==> config.mk <==
export PLATFORM = sky130hd
export DESIGN_NAME = axi_lite_write_master_flat
export DESIGN_NICKNAME = d
export VERILOG_FILES = /design/src/rtl/axi_lite_write_master_if.sv /design/src/rtl/axi_lite_write_master.sv /design/src/flat_wrapper.sv
export SDC_FILE = /design/constraint.sdc
export NUM_CORES = 1
export LEC_CHECK = 0
export CORE_MARGIN = 10
export CORE_UTILIZATION = 43
export CTS_BUF_LIST = sky130_fd_sc_hd__clkbuf_16
export DETAILED_ROUTE_END_ITERATION = 8
export GPL_TIMING_DRIVEN = 0
export PLACE_DENSITY = 0.85
export SLEW_MARGIN = 20
export SYNTH_ARGS = -nofsm -noshare
export SYNTH_HDL_FRONTEND = slang
export SYNTH_SLANG_ARGS = --single-unit
==> constraint.sdc <==
create_clock -name clk -period 3.45 [get_ports clk]
set_clock_uncertainty 0.15 [all_clocks]
set_input_delay 0.8625 -clock clk [delete_from_list [all_inputs] [get_ports clk]]
set_output_delay 0.8625 -clock clk [all_outputs]
set_load 0.01 [all_outputs]
==> src/rtl/axi_lite_write_master_if.sv <==
// Bundles the sequencer request handshake and the AXI4-Lite AW/W/B channels.
// Latency: none, wiring only.
// Backpressure: carried by lite_ready and by m_axi_awready/wready/bready.
interface axi_lite_write_master_if #(
    parameter int ADDR_W = 10,
    parameter int DATA_W = 32
);
    // Sequencer request side
    logic              lite_valid;
    logic [ADDR_W-1:0] lite_awaddr;
    logic [DATA_W-1:0] lite_wdata;
    logic              lite_ready;
    logic              lite_end;
    logic              lite_err;

    // AXI4-Lite write channels
    logic [ADDR_W-1:0] m_axi_awaddr;
    logic [2:0]        m_axi_awprot;
    logic              m_axi_awvalid;
    logic              m_axi_awready;
    logic [DATA_W-1:0] m_axi_wdata;
    logic [3:0]        m_axi_wstrb;
    logic              m_axi_wvalid;
    logic              m_axi_wready;
    logic [1:0]        m_axi_bresp;
    logic              m_axi_bvalid;
    logic              m_axi_bready;

    // Engine view
    modport master (
        input  lite_valid, lite_awaddr, lite_wdata,
        output lite_ready, lite_end, lite_err,
        output m_axi_awaddr, m_axi_awprot, m_axi_awvalid,
        input  m_axi_awready,
        output m_axi_wdata, m_axi_wstrb, m_axi_wvalid,
        input  m_axi_wready,
        input  m_axi_bresp, m_axi_bvalid,
        output m_axi_bready
    );

    // Sequencer plus register-slave view
    modport slave (
        output lite_valid, lite_awaddr, lite_wdata,
        input  lite_ready, lite_end, lite_err,
        input  m_axi_awaddr, m_axi_awprot, m_axi_awvalid,
        output m_axi_awready,
        input  m_axi_wdata, m_axi_wstrb, m_axi_wvalid,
        output m_axi_wready,
        output m_axi_bresp, m_axi_bvalid,
        input  m_axi_bready
    );
endinterface

==> src/rtl/axi_lite_write_master.sv <==
// AXI4-Lite single-beat write master for the MM2S lite register sequencer; optional retry via LITE_RETRY_EN.
// Latency: request to lite_end minimum 3 cycles, back-to-back throughput one write per 3 cycles.
// Backpressure: lite_ready low while busy; AW/W valids held until their handshakes, bready only in RESP.
module axi_lite_write_master #(
    parameter int ADDR_W    = 10,
    parameter int DATA_W    = 32,
    parameter int MAX_RETRY = 3
) (
    input  logic                   clk,
    input  logic                   rst,
    axi_lite_write_master_if.master bus
);
    typedef enum logic [1:0] {
        S_IDLE      = 2'd0,
        S_ADDR_DATA = 2'd1,
        S_RESP      = 2'd2
    } state_t;

    state_t            r_state, w_state_nxt;
    // The address/data holding registers double as the AXI address/data outputs.
    logic [ADDR_W-1:0] r_awaddr, w_awaddr_nxt;
    logic [DATA_W-1:0] r_wdata,  w_wdata_nxt;
    logic              r_awvalid, w_awvalid_nxt;
    logic              r_wvalid,  w_wvalid_nxt;
    logic              r_bready,  w_bready_nxt;
    logic              r_end,     w_end_nxt;
    logic              r_err,     w_err_nxt;

    logic w_aw_hs;
    logic w_w_hs;
    logic w_aw_done;
    logic w_w_done;
    logic w_b_hs;
    logic w_b_err;

`ifdef LITE_RETRY_EN
    localparam int CNT_W = (MAX_RETRY < 2) ? 1 : $clog2(MAX_RETRY + 1);
    localparam logic [CNT_W-1:0] MAX_CNT = CNT_W'(MAX_RETRY);
    logic [CNT_W-1:0] r_retry_cnt, w_retry_cnt_nxt;
`else
    logic w_unused_max_retry;
    assign w_unused_max_retry = (MAX_RETRY > 0);
`endif

    // A channel counts as done once its valid has dropped, or if it handshakes this cycle.
    assign w_aw_hs   = r_awvalid & bus.m_axi_awready;
    assign w_w_hs    = r_wvalid  & bus.m_axi_wready;
    assign w_aw_done = ~r_awvalid | w_aw_hs;
    assign w_w_done  = ~r_wvalid  | w_w_hs;
    assign w_b_hs    = r_bready  & bus.m_axi_bvalid;
    assign w_b_err   = (bus.m_axi_bresp != 2'b00);

    // Next-state and next-output decode; every registered output is decided here.
    always_comb begin
        w_state_nxt   = r_state;
        w_awaddr_nxt  = r_awaddr;
        w_wdata_nxt   = r_wdata;
        w_awvalid_nxt = r_awvalid;
        w_wvalid_nxt  = r_wvalid;
        w_bready_nxt  = r_bready;
        w_end_nxt     = 1'b0;
        w_err_nxt     = 1'b0;
`ifdef LITE_RETRY_EN
        w_retry_cnt_nxt = r_retry_cnt;
`endif
        case (r_state)
            S_IDLE: begin
                if (bus.lite_valid) begin
                    w_awaddr_nxt  = bus.lite_awaddr;
                    w_wdata_nxt   = bus.lite_wdata;
                    w_awvalid_nxt = 1'b1;
                    w_wvalid_nxt  = 1'b1;
                    w_state_nxt   = S_ADDR_DATA;
`ifdef LITE_RETRY_EN
                    w_retry_cnt_nxt = '0;
`endif
                end
            end
            S_ADDR_DATA: begin
                if (w_aw_hs) begin
                    w_awvalid_nxt = 1'b0;
                end
                if (w_w_hs) begin
                    w_wvalid_nxt = 1'b0;
                end
                if (w_aw_done && w_w_done) begin
                    w_bready_nxt = 1'b1;
                    w_state_nxt  = S_RESP;
                end
            end
            S_RESP: begin
                if (w_b_hs) begin
                    w_bready_nxt = 1'b0;
`ifdef LITE_RETRY_EN
                    if (w_b_err && (r_retry_cnt < MAX_CNT)) begin
                        // Reissue the same beat from the holding registers.
                        w_retry_cnt_nxt = r_retry_cnt + 1'b1;
                        w_awvalid_nxt   = 1'b1;
                        w_wvalid_nxt    = 1'b1;
                        w_state_nxt     = S_ADDR_DATA;
                    end else begin
                        w_end_nxt   = 1'b1;
                        w_err_nxt   = w_b_err;
                        w_state_nxt = S_IDLE;
                    end
`else
                    w_end_nxt   = 1'b1;
                    w_err_nxt   = w_b_err;
                    w_state_nxt = S_IDLE;
`endif
                end
            end
            default: begin
                w_state_nxt   = S_IDLE;
                w_awvalid_nxt = 1'b0;
                w_wvalid_nxt  = 1'b0;
                w_bready_nxt  = 1'b0;
            end
        endcase
    end

    // State and output registers; reset abandons any transaction in flight.
    always_ff @(posedge clk or negedge rst) begin
        if (!rst) begin
            r_state   <= S_IDLE;
            r_awaddr  <= '0;
            r_wdata   <= '0;
            r_awvalid <= 1'b0;
            r_wvalid  <= 1'b0;
            r_bready  <= 1'b0;
            r_end     <= 1'b0;
            r_err     <= 1'b0;
        end else begin
            r_state   <= w_state_nxt;
            r_awaddr  <= w_awaddr_nxt;
            r_wdata   <= w_wdata_nxt;
            r_awvalid <= w_awvalid_nxt;
            r_wvalid  <= w_wvalid_nxt;
            r_bready  <= w_bready_nxt;
            r_end     <= w_end_nxt;
            r_err     <= w_err_nxt;
        end
    end

`ifdef LITE_RETRY_EN
    // Retry counter, cleared on each newly accepted request.
    always_ff @(posedge clk or negedge rst) begin
        if (!rst) begin
            r_retry_cnt <= '0;
        end else begin
            r_retry_cnt <= w_retry_cnt_nxt;
        end
    end
`endif

    assign bus.lite_ready    = (r_state == S_IDLE);
    assign bus.lite_end      = r_end;
    assign bus.lite_err      = r_err;
    assign bus.m_axi_awaddr  = r_awaddr;
    assign bus.m_axi_awprot  = 3'b000;
    assign bus.m_axi_awvalid = r_awvalid;
    assign bus.m_axi_wdata   = r_wdata;
    assign bus.m_axi_wstrb   = 4'hF;
    assign bus.m_axi_wvalid  = r_wvalid;
    assign bus.m_axi_bready  = r_bready;
endmodule

==> src/flat_wrapper.sv <==
// flat-port wrapper written by rule: the top's interface ports become plain ports
module axi_lite_write_master_flat 
#(
    parameter int ADDR_W    = 10,
    parameter int DATA_W    = 32,
    parameter int MAX_RETRY = 3
)
  (clk, rst, bus_lite_valid, bus_lite_awaddr, bus_lite_wdata, bus_lite_ready, bus_lite_end, bus_lite_err, bus_m_axi_awaddr, bus_m_axi_awprot, bus_m_axi_awvalid, bus_m_axi_awready, bus_m_axi_wdata, bus_m_axi_wstrb, bus_m_axi_wvalid, bus_m_axi_wready, bus_m_axi_bresp, bus_m_axi_bvalid, bus_m_axi_bready);
  axi_lite_write_master_if #(.ADDR_W(ADDR_W), .DATA_W(DATA_W)) bus_i ();
  input  logic clk;
  input  logic rst;
  input wire logic [$bits(bus_i.lite_valid)-1:0] bus_lite_valid;
  input wire logic [$bits(bus_i.lite_awaddr)-1:0] bus_lite_awaddr;
  input wire logic [$bits(bus_i.lite_wdata)-1:0] bus_lite_wdata;
  output wire logic [$bits(bus_i.lite_ready)-1:0] bus_lite_ready;
  output wire logic [$bits(bus_i.lite_end)-1:0] bus_lite_end;
  output wire logic [$bits(bus_i.lite_err)-1:0] bus_lite_err;
  output wire logic [$bits(bus_i.m_axi_awaddr)-1:0] bus_m_axi_awaddr;
  output wire logic [$bits(bus_i.m_axi_awprot)-1:0] bus_m_axi_awprot;
  output wire logic [$bits(bus_i.m_axi_awvalid)-1:0] bus_m_axi_awvalid;
  input wire logic [$bits(bus_i.m_axi_awready)-1:0] bus_m_axi_awready;
  output wire logic [$bits(bus_i.m_axi_wdata)-1:0] bus_m_axi_wdata;
  output wire logic [$bits(bus_i.m_axi_wstrb)-1:0] bus_m_axi_wstrb;
  output wire logic [$bits(bus_i.m_axi_wvalid)-1:0] bus_m_axi_wvalid;
  input wire logic [$bits(bus_i.m_axi_wready)-1:0] bus_m_axi_wready;
  input wire logic [$bits(bus_i.m_axi_bresp)-1:0] bus_m_axi_bresp;
  input wire logic [$bits(bus_i.m_axi_bvalid)-1:0] bus_m_axi_bvalid;
  output wire logic [$bits(bus_i.m_axi_bready)-1:0] bus_m_axi_bready;
  assign bus_i.lite_valid = bus_lite_valid;
  assign bus_i.lite_awaddr = bus_lite_awaddr;
  assign bus_i.lite_wdata = bus_lite_wdata;
  assign bus_lite_ready = bus_i.lite_ready;
  assign bus_lite_end = bus_i.lite_end;
  assign bus_lite_err = bus_i.lite_err;
  assign bus_m_axi_awaddr = bus_i.m_axi_awaddr;
  assign bus_m_axi_awprot = bus_i.m_axi_awprot;
  assign bus_m_axi_awvalid = bus_i.m_axi_awvalid;
  assign bus_i.m_axi_awready = bus_m_axi_awready;
  assign bus_m_axi_wdata = bus_i.m_axi_wdata;
  assign bus_m_axi_wstrb = bus_i.m_axi_wstrb;
  assign bus_m_axi_wvalid = bus_i.m_axi_wvalid;
  assign bus_i.m_axi_wready = bus_m_axi_wready;
  assign bus_i.m_axi_bresp = bus_m_axi_bresp;
  assign bus_i.m_axi_bvalid = bus_m_axi_bvalid;
  assign bus_m_axi_bready = bus_i.m_axi_bready;
  axi_lite_write_master #(.ADDR_W(ADDR_W), .DATA_W(DATA_W), .MAX_RETRY(MAX_RETRY)) u_core (.clk(clk), .rst(rst), .bus(bus_i));
endmodule
==> results of run 1 <==
## layout by cell type, fill, tap and decap left out, drive strengths merged, types with 2 or more instances in the layout
cell,netlist,layout
clkdlybuf4s50,0,96
dfrtp,49,49
mux2,43,43
buf,12,14
conb,2,7
clkbuf,0,5
inv,2,3
nor2,3,3
o21ai,2,2
a21o,2,2
## metrics by stage
| step | util (%) | setup slack, ps | hold WS [ps] |
|---|---|---|---|
| after CTS | 70.9 | 946 | 359 |
| after detailed placement | 67.5 | 1070 | 341 |
| after global placement | 67.2 | 3.91 | 339 |
| final | 70.9 | 955 | 355 |
| after global routing | 70.9 | 911 | 377 |
| after floorplan | - | 1630 | 371 |
## path summary, 6_finish.rpt
| check | from | end | depth (start not counted) |
|---|---|---|---|
| max in group asynchronous | rst | u_core.bus.m_axi_awaddr[5] | 2 |
| hold / removal | u_core.bus.m_axi_wdata[23] | u_core.bus.m_axi_wdata[23] | 1 |
| min in group asynchronous | rst | u_core.bus.m_axi_wdata[27] | 1 |
| setup / recovery | u_core.r_state[0] | bus_lite_ready | 2 |
| hold reg to reg | u_core.bus.m_axi_wdata[23] | u_core.bus.m_axi_wdata[23] | 1 |
| setup reg to reg | u_core.r_state[0] | u_core.bus.m_axi_wdata[24] | 5 |
## flip-flops by register name (all words and copies together), names as in the netlist
register and flops:
u_core.bus.lite_end 1, u_core.bus.lite_err 1, u_core.bus.m_axi_awaddr 10, u_core.bus.m_axi_awvalid 1, u_core.bus.m_axi_bready 1, u_core.bus.m_axi_wdata 32
u_core.bus.m_axi_wvalid 1, u_core.r_state 2
## report_power, final
part | switching, mW | internal [mW] | total (mW) | leakage (nW)
combinational | 0.514 | 1.03 | 1.54 | 0.841
sequential | 0.177 | 0.862 | 1.04 | 0.582
clock | 0.190 | 0.336 | 0.526 | 0.0826
total | 0.881 | 2.23 | 3.11 | 1.51
## worst reg2reg max path: cells and delay by family (launching register included)
kind / cells / cell delay (ps)
and+or+nand+nor: 2 / 320
muxes: 1 / 310
DFF: 1 / 460
buffers and inverters: 2 / 280
## final cells by class
type / count / area share [%]
Timing Repair Buffer: 98 / 29.2
Multi-Input combinational cell: 65 / 22.3
Tap cell: 67 / 2.49
Sequential cell: 49 / 36.4
Clock buffer: 5 / 3.71
Inverter: 2 / 0.223
Buffer: 12 / 4.53
Clock inverter: 3 / 1.11
## kinds of logic (layout without fill, tap and decap cells)
group	Yosys count	count (layout)	synth area share, %
other cells	2	7	0.354
compound gates	8	8	2.71
flops	49	49	57.8
mux	43	43	29.6
simple gates	7	7	2.01
buf+inv	14	120	7.55
## layer usage
layer	GRT usage, %	wire (um)	part of all wire, %
met1	16.6	2410	44
met2	22.7	2670	49
met3	3.74	348	6.3
met4	5.17	68	1.2
met5	0	0	0
==> metrics.txt, run 1 <==
outcome=finished, final reports clean; clk sinks=49; delay-heaviest family, CP=buffers and inverters; DR pass1 iterations=3; Max IR drop VDD=542 uV; min-delay worst type=reg2reg; area leader, netlist=dfrtp_1; Synth top cells by count=dfrtp_1 (49), mux2_4 (38), buf_4 (7); Mapped Avg Cell Area=17.2 um^2; YS warnings=0; Register-to-Register Setup Slack=1810 ps; CTS Buf Count=5; Core Area=between 4000 and 5000 um^2; Required @ worst endpoint=roughly 2400 ps; CP Capture Type=primary output; post-DR vias/cell=4.51; Async SR Flop Fraction=100%; Crit Path Class=reg2out; synth top area cells=dfrtp_1 (58%), mux2_4 (27%), buf_12 (4.7%); GRT Total Usage=13.7%; Final Hold Fails=0; # hold bufs at CTS=0; layout cell share with drive strength beyond 1=28.6%; global-route wire length before repair=8920 um; DPL Wire Length=approximately 4400 um; cell area after synthesis=2120 um^2; Final Non-Filler Cells=301; Synth top area share=~58%; CTS tree=done; clk buf depth=2; DR vias=about 1400; Starting Density=44.6%; crit share post-route=between 70% and 80%; post-layout instance area=around 3400 um^2; CP Data Arrival Time=1480 ps; I/O pin count=roughly 110; max-slew violations=0; Top FF cell, synth=dfrtp_1; shortest period the worst path allows=2500 ps; PwrDens=922 nW/um^2; postcts setup bufs=0; RSZ-0062 raised after global routing=no; Die ar.=8140 um^2; Rows=25; top-count cell post-synth=dfrtp_1; synthesis-to-finish area growth=59.0%; register area share after synthesis=57.8%; vias in the first global route=1537; Setup TNS Final=0 ps; # port buffers=97; largest net degree at the start of global routing=29; flops & latches, synth=49; Slew HR=66.0%; wire per inst=around 18 um; # nets final=283; Final setup viols=0; GRT overflow=0; Post-Syn Instances=123; worst-path cell chain=nor2_2, clkdlybuf4s50_1; CP startpoint kind=flip-flop; final total power=3.11 mW; post-cts resize count=0; H-tree levels=2; WL final=around 5500 um; register area=1230 um^2; Worst path slowest cell=clkdlybuf4s50_1; number of max-cap violations=0; filler cell count=350; drt drc=0; Leak Pwr=1.51 nW; DRT iter0 DRCs=36; DP Cell Count=roughly 290; Die Wd=90.2 um; initial antenna violation count=0; Worst-path clk slew=approximately 60 ps; Synth cell types=19; FMAX=401 MHz; Post-DP Area=3210 um^2; Clk Latency, worst-skew pair=approximately 280 ps; Clock Tree Root=clkbuf_16; ant diodes=0; multi-input logic area=753 um^2; Final ANT Viol Nets=0; max incr delay on CP=580 ps; Die Y=90.2 um; actual slew at the worst max-slew pin=between 500 and 600 ps; Placer Congestion=0.722; EDFF count, synth=0; buffers and inverters on the worst path=1; crit path max fanout=8
No activity file was read; power rests on OpenSTA's default activity.
==> run 2: changes to the inputs <==
CORE_UTILIZATION = 40   (was 43)
PLACE_DENSITY = 0.8   (was 0.85)
clock period = 2.5 ns   (was 3.45 ns; I/O delays follow)
==> metrics.txt, run 2 (synthesized netlist as in run 1, its figures left out) <==
global routing's busiest layer=met2; Worst-path clk slew=60 ps; Core Area=5140 um^2; Setup TNS Final=0 ps; flip-flop count of the largest register after layout=32; H-tree levels=2; Slew HR=66.3%; Final Non-Filler Cells=303; Final ANT Viol Nets=0; CTS Buf Count=5; postcts setup bufs=0; synthesis-to-finish area growth=59.1%; DR pass1 iterations=3; global-route wire length before repair=8890 um; GRT overflow=0; Leak Pwr=roughly 1.5 nW; GRT Total Usage=13.1%; Die Y=a little over 90 um; most common cell after layout, fill and taps aside=clkdlybuf4s50_1; Clock Tree Root=clkbuf_16; GRT met1 Usage=16.9%; CP Data Arrival Time=1450 ps; Placer Congestion=between 0.7 and 0.8; Rows=26; post-cts resize count=0; Die ar.=between 8000 and 9000 um^2; actual slew at the worst max-slew pin=roughly 510 ps; # nets final=approximately 280; CP Capture Type=primary output; shortest period the worst path allows=2230 ps; post-layout instance area=3370 um^2; CP startpoint kind=flip-flop; hold_ws=158 ps; CTS tree=done; filler cell count=397; worst-path cell chain=nor2_2, clkdlybuf4s50_1; vias in the first global route=roughly 1500; Post-Route Utilization=65.6%; DPL Wire Length=4490 um; clk buf depth=2; Max IR drop VDD=621 uV; Crit Path Class=reg2out; FMAX=~450 MHz; drt drc=0; global-route track usage on met3=about 5.2%; Required @ worst endpoint=between 1500 and 2000 ps; post-DR vias/cell=4.53; min-delay worst type=in2async; clk sinks=just under 50; WL final=5630 um; max-slew violations=0; outcome=finished, final reports clean; met2 Usage GRT=around a fifth; DR vias=1373; final setup margin=274 ps; # hold bufs at CTS=0; post-placement setup slack=371 ps; RSZ-0062 raised after global routing=no; most frequent cells in the layout=clkdlybuf4s50_1 (96), dfrtp_1 (49), mux2_4 (38), buf_4 (7), conb_1 (7); DP Cell Count=296; Final setup viols=0; # port buffers=97; DRT iter0 DRCs=32; Final Hold Fails=0; initial antenna violation count=0; PwrDens=1280 nW/um^2; worst r2r path cells=5; crit share post-route=89.1%; crit path max fanout=8; Post-DP Area=between 3000 and 4000 um^2; largest net degree at the start of global routing=30; ant diodes=0; I/O pin count=105; max incr delay on CP=550 ps; layout cell share with drive strength beyond 1=29.2%; number of max-cap violations=0; Register-to-Register Setup Slack=850 ps; Clk Latency, worst-skew pair=about 280 ps; Starting Density=41.3%; wire per inst=18.6 um; Die Wd=92.8 um; Worst path slowest cell=clkdlybuf4s50_1; final total power=4.30 mW
[run 2: worst paths after layout]
check,from,end
worst max-delay path,u_core.r_state[0],bus_lite_ready
max in group asynchronous,rst,u_core.bus.m_axi_awaddr[1]
min in group clk,u_core.bus.m_axi_awaddr[0],u_core.bus.m_axi_awaddr[0]
worst max register to register,u_core.r_state[0],u_core.bus.m_axi_wdata[31]
worst min register to register,u_core.bus.m_axi_awaddr[0],u_core.bus.m_axi_awaddr[0]
worst min-delay path,rst,u_core.bus.m_axi_wdata[6]
[run 2: layer usage]
metal / up-vias / share of wire, %
li1: 632 / -
met1: 667 / 46
met2: 69 / 44
met3: 5 / 8.8
met4: 0 / 1.2
met5: - / 0
[run 2: final cells by class]
class	count	area, um^2	share of cell area (%)
clock inverters	2	35.0	1.04
plain buffers	12	153	4.53
flip-flops and latches	49	1230	36.4
repair buffers	98	986	29.2
multi-input cells	65	753	22.3
well taps	70	87.6	2.60
inverters	2	7.51	0.223
clock buffers	5	125	3.71
[run 2: worst max-delay path: cells and delay by family, from the launching register on]
kind                   cells  cell delay, ps
buffers and inverters      1             550
DFF                        1             460
and+or+nand+nor            1             160
[run 2: power breakdown]
part	leakage [nW]	switching, mW	total [mW]	internal (mW)
Clock	0.0797	0.273	0.738	0.464
Sequential	0.582	0.241	1.43	1.19
Combinational	0.841	0.719	2.14	1.42
Total	1.50	1.23	4.30	3.07
==> run 3: changes to the inputs <==
CORE_UTILIZATION = 41   (was 40)
CTS_BUF_LIST = sky130_fd_sc_hd__clkbuf_4   (was sky130_fd_sc_hd__clkbuf_16)
PLACE_DENSITY = 0.81   (was 0.8)
==> metrics.txt, run 3 (synthesized netlist as in run 1, its figures left out) <==
global-route wire length before repair=8940 um; FMAX=427 MHz; Clk Latency, worst-skew pair=360 ps; flip-flop count of the largest register after layout=32; # port buffers=97; clk buf depth=2; # hold bufs at CTS=0; most common cell after layout, fill and taps aside=clkdlybuf4s50_1; Worst path slowest cell=clkdlybuf4s50_1; Setup TNS Final=0 ps; worst r2r src=u_core.r_state[0]; CP startpoint kind=flip-flop; Post-DP Area=3210 um^2; filler cell count=396; critical path depth in cells=2; post-cts resize count=0; buffers and inverters on the worst path=1; wire per inst=18.6 um; crit path max fanout=8; Crit Reg-Reg Endpoint=u_core.bus.m_axi_wdata[20]; Final setup viols=0; number of max-cap violations=0; Core Area=5070 um^2; final total power=4.02 mW; worst-path cell chain=nor2_2, clkdlybuf4s50_1; outcome=finished, final reports clean; Clock Tree Root=clkbuf_4; hold_ws=between 40 and 50 ps; Rows=26; initial antenna violation count=0; I/O pin count=about 110; Crit Path Class=reg2out; crit share post-route=93.8%; Placer Congestion=0.699; post-layout instance area=roughly 3300 um^2; Worst-path clk slew=140 ps; CP Data Arrival Time=about 1600 ps; RSZ-0062 raised after global routing=no; Die Wd=91.9 um; synthesis-to-finish area growth=55.2%; postcts setup bufs=0; Final Hold Fails=0; max incr delay on CP=around 570 ps; max-slew violations=0; Final ANT Viol Nets=0; shortest period the worst path allows=about 2300 ps; WL final=5670 um; vias in the first global route=1491; post-DR vias/cell=4.50; ant diodes=0; DR vias=1368; DRT iter0 DRCs=45; Worst Setup EP=bus_lite_ready; min-delay worst type=in2async; Required @ worst endpoint=1730 ps; # nets final=283; PwrDens=1220 nW/um^2; Leak Pwr=1.46 nW; most frequent cells in the layout=clkdlybuf4s50_1 (96), dfrtp_1 (49), mux2_4 (38), buf_4 (7), conb_1 (7); Starting Density=between 40% and 50%; GRT overflow=0; DR pass1 iterations=4; CTS tree=done; CTS Buf Count=5; Die Y=91.9 um; DPL Wire Length=4500 um; largest net degree at the start of global routing=31; clk sinks=49; worst r2r path cells=5; GRT Total Usage=between 10% and 20%; launch point of the critical path=u_core.r_state[0]; Max IR drop VDD=~630 uV; delay-heaviest family, CP=buffers and inverters; drt drc=0; CP Capture Type=primary output; Register-to-Register Setup Slack=850 ps; Die ar.=8450 um^2; H-tree levels=2; layout cell share with drive strength beyond 1=29.1%; Post-Route Utilization=64.9%
## run 3: cell types whose count changed in the layout (fill, tap and decap cells not counted), sizes merged
cell / previous run / this run
clkinvlp: 0 / 1
## run 3: layout make-up
cell class	count	area [um^2]	area share [%]
flip-flops and latches	49	1230	37.2
repair buffers	98	986	30.0
multi-input cells	65	753	22.9
plain buffers	12	153	4.64
well taps	70	87.6	2.66
clock inverters	3	41.3	1.25
clock buffers	5	37.5	1.14
inverters	2	7.51	0.228
## run 3: per-layer routing
| metal | global-route usage (%) | vias to the layer above | share of wire, % |
|---|---|---|---|
| li1 | - | 633 | - |
| met1 | 17.0 | 664 | 43 |
| met2 | 20.8 | 62 | 49 |
| met3 | 3.91 | 9 | 6.3 |
| met4 | 5.01 | 0 | 1.8 |
| met5 | 0 | - | 0 |
## run 3: worst reg2reg max path, stage by stage (launching register included)
cell	delay, ps
dfrtp_1	490
nor2_2	160
and2_4	160
buf_12	140
buf_12	150
mux2_4	310
## run 3: worst min-delay path by stage
stage	to	slack, ps	cells after the start
2_1_floorplan	u_core.bus.lite_end	180	0
3_3_place_gp	u_core.bus.m_axi_wdata[25]	340	1
3_5_place_dp	u_core.bus.m_axi_awvalid	340	1
4_1_cts	u_core.bus.m_axi_wdata[29]	40	1
5_1_grt	u_core.bus.m_axi_awaddr[2]	50	1
6_report	u_core.bus.m_axi_wdata[29]	50	1
## run 3: through the flow
stage	instances	setup WS (ps)
after detailed placement	296	358
after global routing	304	75.9
final	304	156
after CTS	304	115
after global placement	295	-743
after floorplan	128	898
## run 3: where the power goes
part           internal, mW  total [mW]  switching [mW]
Clock                 0.207       0.460           0.253
Sequential             1.18        1.43           0.247
Combinational          1.42        2.13           0.714
Total                  2.81        4.02            1.21
